<file path="src/rtl/button_gesture.sv">
// button_gesture: classifies a debounced button level into press/release edges and short/long/double gestures.
// The release-edge pulse port is named rel because release is a reserved word.
module button_gesture #(
  parameter int CW = 24,
  parameter logic [CW-1:0] LONG_CYCLES = 24'd6000000,
  parameter logic [CW-1:0] GAP_CYCLES = 24'd3000000
) (
  input  logic clk,
  input  logic rst,
  input  logic level,
  output logic press,
  output logic rel,
  output logic short_press,
  output logic long_press,
  output logic double_press,
  output logic long_active
);
  typedef enum logic [2:0] {IDLE, DOWN1, LONG, WAIT2, DOWN2} state_t;
  state_t state, state_n;
  logic [CW-1:0] cnt, cnt_n;
  logic lvl_r;
  logic press_n, rel_n, short_n, long_n, double_n;
  always_comb begin
    state_n = state;
    press_n = 1'b0;
    rel_n = 1'b0;
    short_n = 1'b0;
    long_n = 1'b0;
    double_n = 1'b0;
    case (state)
      IDLE:
        if (lvl_r) begin
          state_n = DOWN1;
          press_n = 1'b1;
        end
      DOWN1:
        if (!lvl_r) begin
          state_n = WAIT2;
          rel_n = 1'b1;
        end else if (cnt == LONG_CYCLES - 1'b1) begin
          state_n = LONG;
          long_n = 1'b1;
        end
      LONG:
        if (!lvl_r) begin
          state_n = IDLE;
          rel_n = 1'b1;
        end
      WAIT2:
        if (lvl_r) begin
          state_n = DOWN2;
          press_n = 1'b1;
          double_n = 1'b1;
        end else if (cnt == GAP_CYCLES - 1'b1) begin
          state_n = IDLE;
          short_n = 1'b1;
        end
      DOWN2:
        if (!lvl_r) begin
          state_n = IDLE;
          rel_n = 1'b1;
        end
      default: state_n = IDLE;
    endcase
    // counter runs only while remaining in a timed state; any entry clears it
    cnt_n = (state_n == state && (state == DOWN1 || state == WAIT2)) ? cnt + 1'b1 : '0;
  end
  always_ff @(posedge clk) begin
    if (!rst) begin
      state <= IDLE;
      cnt <= '0;
      lvl_r <= 1'b0;
      press <= 1'b0;
      rel <= 1'b0;
      short_press <= 1'b0;
      long_press <= 1'b0;
      double_press <= 1'b0;
      long_active <= 1'b0;
    end else begin
      state <= state_n;
      cnt <= cnt_n;
      lvl_r <= level;
      press <= press_n;
      rel <= rel_n;
      short_press <= short_n;
      long_press <= long_n;
      double_press <= double_n;
      long_active <= state_n == LONG;
    end
  end
endmodule

</file>
<file path="config.mk">
export PLATFORM = sky130hd
export DESIGN_NAME = button_gesture
export DESIGN_NICKNAME = d
export VERILOG_FILES = /design/src/rtl/button_gesture.sv
export SDC_FILE = /design/constraint.sdc
export NUM_CORES = 1
export LEC_CHECK = 0
export CAP_MARGIN = 5
export CELL_PAD_IN_SITES_DETAIL_PLACEMENT = 2
export CELL_PAD_IN_SITES_GLOBAL_PLACEMENT = 2
export CORE_MARGIN = 10
export CORE_UTILIZATION = 34
export DETAILED_ROUTE_END_ITERATION = 6
export PLACE_DENSITY_LB_ADDON = 0.1
export SLEW_MARGIN = 5
export SYNTH_ARGS = -nofsm -noshare
export SYNTH_HDL_FRONTEND = slang
export SYNTH_SLANG_ARGS = --single-unit
</file>
<file path="constraint.sdc">
create_clock -name clk -period 1.76 [get_ports clk]
set_input_delay 0.176 -clock clk [delete_from_list [all_inputs] [get_ports clk]]
set_output_delay 0.176 -clock clk [all_outputs]
set_load 0.01 [all_outputs]
</file>
**Yosys cells after proc, flatten, opt, wreduce, memory -nomap -nowiden**

Cells that the tools add are included.

- Register bits: 34

- $add $sub $neg: 1
- Equal/unequal tests: 8
- Muxes and demuxes: 11
- Bitwise gates (word level): 2
- Reductions and logical operators: 12

Operators by type and width:

| cell | count |
|---|---|
| adder 24 x 1 -> 24 bit (second input constant) | 1 |
| equality test 24 x 22 -> 1 bit (second input constant) | 1 |
| equality test 24 x 23 -> 1 bit (second input constant) | 1 |
| two-way mux 3 bit | 6 |
| one-hot mux 3 bit (4 select lines) | 1 |
| equality test 3 x 2 -> 1 bit (second input constant) | 3 |
| AND reduction 2 bit | 4 |
| OR reduction 3 bit | 2 |
| two-way mux 1 bit | 4 |
| OR reduction 2 bit | 2 |
| equality test 3 x 1 -> 1 bit (second input constant) | 1 |
| equality test 3 bit | 1 |
| equality test 3 bit (second input constant) | 1 |
| zero test 3 bit | 1 |
| AND reduction 3 bit | 1 |
| inverter 1 bit | 2 |
| logical AND 1 bit | 1 |
| logical OR 1 bit | 1 |

**Longest topological paths before layout**

- Depth after elaboration: 7
- Gate-level depth with buffers: 7

**Worst setup path before layout**

OpenSTA, ideal clock, no wires.

- Path type: register -> register
- From: register cnt[6]
- To: register cnt[10]
- Arrival: 1750 ps
- Data required time: 1645 ps
- Slack: -105 ps
- Cell stages (with the launch flop): 8
- Clock period less this slack: 1865 ps
- Cell sequence: dfxtp_1 -> buf_6 -> or4_4 -> nor4_4 -> a21oi_2 -> o211ai_4 -> buf_6 -> nor2_2

- Longest elaborated chain between the ends: 7

Ends and longest elaborated chain:

| item | RTL line | text |
|---|---|---|
| from (decl) | 20 | `logic [CW-1:0] cnt, cnt_n;` |
| from (signal assigned) | 81 | `cnt <= cnt_n;` |
| equality test 24 x 22 -> 1 bit / equality test 24 x 23 -> 1 bit (equally long branches) | 54, 40 |  |
| two-way mux 3 bit (on tied branches) | 54, 40 |  |
| two-way mux 3 bit (on tied branches) | 50, 37 |  |
| one-hot mux 3 bit (4 select lines) | 30 | `case (state)` |
| equality test 3 bit | 66 | `cnt_n = (state_n == state && (state == DOWN1 \|\| state == WAIT2)) ? cnt + 1'b1 : '0;` |
| logical AND 1 bit | 66 |  |
| AND reduction 2 bit (no line) | -- |  |

Parallel ways exist; a longest one is shown, timed or not.
A chain may end at the register's enable or synchronous reset.

**Final worst setup path**

- From: register cnt[12]
- To: register cnt[8]

- Longest elaborated chain between the ends: 7

Ends and longest elaborated chain:

| item | RTL line |
|---|---|
| equality test 24 x 22 -> 1 bit / equality test 24 x 23 -> 1 bit (equally long branches) | 54, 40 |
| two-way mux 3 bit (on tied branches) | 54, 40 |
| two-way mux 3 bit (on tied branches) | 50, 37 |
| one-hot mux 3 bit (4 select lines) * | 30 |
| equality test 3 bit * | 66 |
| logical AND 1 bit * | 66 |
| AND reduction 2 bit (no line) * | -- |

Mark *: on every way between the ends. The rest lies on a longest branch, timed or not.

==> impl_results.md <==
- Category of the most critical setup path: reg -> reg
- Via count of the first global-routing pass: approximately 1600
- Worst slew margin relative to its limit: 69.8%
- Clock transition at the register clock pins on the worst setup and hold paths after CTS: roughly 60 ps
- Routability congestion estimate: ~0.8
- Deepest clock path buffer count: 2
- Netlist area before placement: around 1700 um2
- Met1 track demand over resource: 13.1%
- Leakage power figure: around 0.8 nW
- Initial antenna violation count: 0
- Post-synthesis cell type count: 43
- Synthesized Nets: between 150 and 200
- Critical path arrival: 2030 ps
- Routed WL per cell: 17.1 um
- Detailed Route Iter0 Violations: 28
- Worst clock skew: between 4 and 5 ps
- Syn. warnings: 0
- Setup repair after global routing missed its margin: true
- Violations in the final reports: setup timing
- Filler cells: between 500 and 600
- Commonest non-fill, non-tap cell in the layout: sky130_fd_sc_hd__dfxtp_1
- Fin util: 44.5%
- Standard cell with the maximum stage delay on the critical path: sky130_fd_sc_hd__or4b_4
- Drt pass-1 iters: 4
- Yosys reg bits: 34
- Number of antenna cells inserted: 0
- Post-layout worst setup margin: -97.1 ps
- Cells along the critical path: or4b_4, nor3_4, a211oi_2, o211ai_4, buf_12, nor2_2
- Clock root buffer master: sky130_fd_sc_hd__clkbuf_8
- Final hold vios: 0
- Total number of vias: approximately 1400
- Post-DP HPWL: 3.82 mm
- Sinks on the clock net: 34
- Leftover overflow at the end of global routing: 0
- Number of buffers inserted by post-CTS setup repair: 0
- Port Buf Inserts: 8
- Die Footprint: 8290 um2
- Maximum number of pins on one net before global-route repair: 19
- Fraction of layout instances using a drive strength above 1: a little under a third
- Post-detailed-route DRC marker count: 0
- Worst vdd ir: ~0.33 mV
- Remaining antenna violation count: 0
- CTS HTree Levels: 2
- Multi-input combinational cell area: about 980 um2
- I/O pin count: 9
- Number of rows created at floorplan: 25
- Count of endpoints failing setup in the final report: 25
- Routed wire length: about 5 mm
- Signed area change from the synthesized netlist to the final layout: 24.8%
- Post-synthesis instance total: 180
- Floorplan core area: 4820 um2
- Die H: between 90 and 100 um
- Largest delay contributor family on the critical path: simple AND/OR/NAND/NOR gates
- Kind of path behind the tightest hold check: reg -> reg
- Num CTS Buffers: 5
- Count of nets after finishing: 222
- First-pass GRT wire length: about 8.1 mm
- Area taken by flip-flops and latches: approximately 680 um2
- Worst hold-check slack: 449 ps
- Met3 Track Usage GR: under 10%
- Met2 Use GR: about 22%
- Worst Setup Start Kind: register
- Sequential-to-total area share from yosys stat: roughly 40%
- Die W: between 90 and 100 um
- Outcome: complete, but fails checks
- Initial Util: approximately 36%
- Data required time of the worst path: between 1500 and 2000 ps
- Count of max-cap constraint violations: 0
- CTS tree: done
- Worst slew pin tran: 453 ps
- Worst stage delay on the critical path: about 540 ps
- Count of buffering cells on the critical path with inverters included: 1
- Avg Synthesized Cell Area: ~9.5 um2
- PnR Total Power: 0.00137 W
- Commonest non-fill, non-tap cells in the layout: 33 x sky130_fd_sc_hd__dfxtp_1, 26 x sky130_fd_sc_hd__buf_4, 20 x sky130_fd_sc_hd__nor2_2, 15 x sky130_fd_sc_hd__xor2_1, 12 x sky130_fd_sc_hd__nand2_1
- Detail-routed via count per cell: 5.08
- Highest achievable clock rate: around 0.54 GHz
- Hold buffer count at CTS: 0
- Category of the worst setup path capture point: register
- Min Clock Period, post-route: about 1900 ps
- Max-slew violation count: 0
- Later-pin clock latency in the skew report: 280 ps
- Period utilization: 106%
- Pwr/cell area: approximately 640 nW/um2
- Layer with the highest usage: met2
- Worst-path fanout max: 18
- Global Route Usage Sum: between 10% and 20%
through the flow:
stage	setup TNS [ps]	std cells	cell area [um2]	worst slack, ps
after floorplan	-1030	180	1720	-53.6
after global placement	-110	278	2060	-40.8
after detailed placement	-2250	278	2060	-102
after CTS	-2460	285	2140	-111
after global routing	-4580	285	2140	-196
final	-2120	285	2140	-97.1
report_power, final:
| part | total [W] | internal (W) | leakage, nW | switching, W |
|---|---|---|---|---|
| Sequential | 0.000784 | 0.000775 | 0.275 | 0.00000832 |
| Clock | 0.000536 | 0.000272 | 0.0383 | 0.000264 |
| Combinational | 0.0000518 | 0.0000234 | 0.472 | 0.0000284 |
synthesized netlist by cell type:
cell type                  count  area [um2]
sky130_fd_sc_hd__a31oi_1       3        18.8
sky130_fd_sc_hd__a21oi_2       1        8.76
sky130_fd_sc_hd__and3_2        3        22.5
sky130_fd_sc_hd__or3_1         1        6.26
sky130_fd_sc_hd__nor2_1        8        30.0
sky130_fd_sc_hd__xnor2_1       9        78.8
sky130_fd_sc_hd__nor3_4        1        16.3
sky130_fd_sc_hd__nand4_4       1        21.3
sky130_fd_sc_hd__nand3_1       9        45.0
sky130_fd_sc_hd__and2_1        1        6.26
sky130_fd_sc_hd__nor4_2        1        12.5
sky130_fd_sc_hd__or4_4         1        11.3
sky130_fd_sc_hd__nor4b_1       1        8.76
sky130_fd_sc_hd__o211a_1       1        10.0
sky130_fd_sc_hd__a211oi_1      1        7.51
sky130_fd_sc_hd__buf_1         1        3.75
sky130_fd_sc_hd__nand4_1       6        37.5
sky130_fd_sc_hd__dfxtp_1      34         681
sky130_fd_sc_hd__a21boi_1      1        7.51
sky130_fd_sc_hd__nor4_4        1        21.3
sky130_fd_sc_hd__a21oi_1       3        15.0
sky130_fd_sc_hd__xor2_1       15         131
sky130_fd_sc_hd__o211ai_4      1        21.3
sky130_fd_sc_hd__nor4bb_1      2        20.0
sky130_fd_sc_hd__and2b_2       1        8.76
sky130_fd_sc_hd__nor3_1        3        15.0
sky130_fd_sc_hd__nand2b_1      3        18.8
sky130_fd_sc_hd__nand4b_1      1        8.76
sky130_fd_sc_hd__ha_1          1        12.5
sky130_fd_sc_hd__nand3b_1      3        22.5
sky130_fd_sc_hd__nand2_1      12        45.0
sky130_fd_sc_hd__and4b_1       2        20.0
sky130_fd_sc_hd__or2_0         1        6.26
sky130_fd_sc_hd__and3_1        4        25.0
sky130_fd_sc_hd__o21bai_1      1        7.51
sky130_fd_sc_hd__inv_1         6        22.5
sky130_fd_sc_hd__o21ai_0       2        10.0
sky130_fd_sc_hd__nor4_1        5        31.3
sky130_fd_sc_hd__buf_6         3        33.8
sky130_fd_sc_hd__nor2_2       20         125
sky130_fd_sc_hd__or4b_4        1        13.8
sky130_fd_sc_hd__and4_1        4        35.0
sky130_fd_sc_hd__a211oi_2      1        12.5
cells by family after synthesis:
family,count (synthesis),share of synthesized area (%)
buffers and inverters,10,3.50
AND/OR/NAND/NOR,96,37.0
XOR/XNOR,24,12.2
flip-flops,34,39.6
AO/OA/AOI/OAI,15,6.92
adder cells (fa/ha/maj),1,0.729
worst paths after layout:
kind / start / end / slack, ps / cells past startpoint
worst max-delay path: cnt[12]$_SDFF_PN0_ / cnt[8]$_SDFF_PN0_ / -100 / 6
worst min-delay path: cnt[0]$_SDFF_PN0_ / cnt[0]$_SDFF_PN0_ / 450 / 1
worst max register to register: cnt[12]$_SDFF_PN0_ / cnt[8]$_SDFF_PN0_ / -100 / 6
worst min register to register: cnt[0]$_SDFF_PN0_ / cnt[0]$_SDFF_PN0_ / 450 / 1
cell type report:
type,instances,share of cell area [%]
well taps,67,3.91
flip-flops and latches,34,31.8
inverters,6,1.05
multi-input cells,136,45.9
clock buffers,7,3.56
repair buffers,35,13.8
metal layers:
metal	share of wire, %	wire length, um
met3	2.9	140
met2	51	2500
met5	0	0
met4	1.6	76
met1	44	2150
what timing repair did:
action	CTS	global route
gates resized for setup	0	1
pin swaps	1	2
setup endpoints to repair	26	28
state kept, by name, summed over array words and instances (netlist names):
signal        flops
cnt              24
double_press      1
long_active       1
long_press        1
lvl_r             1
press             1
rel               1
short_press       1
state             3
No activity file was read; power rests on OpenSTA's default activity.
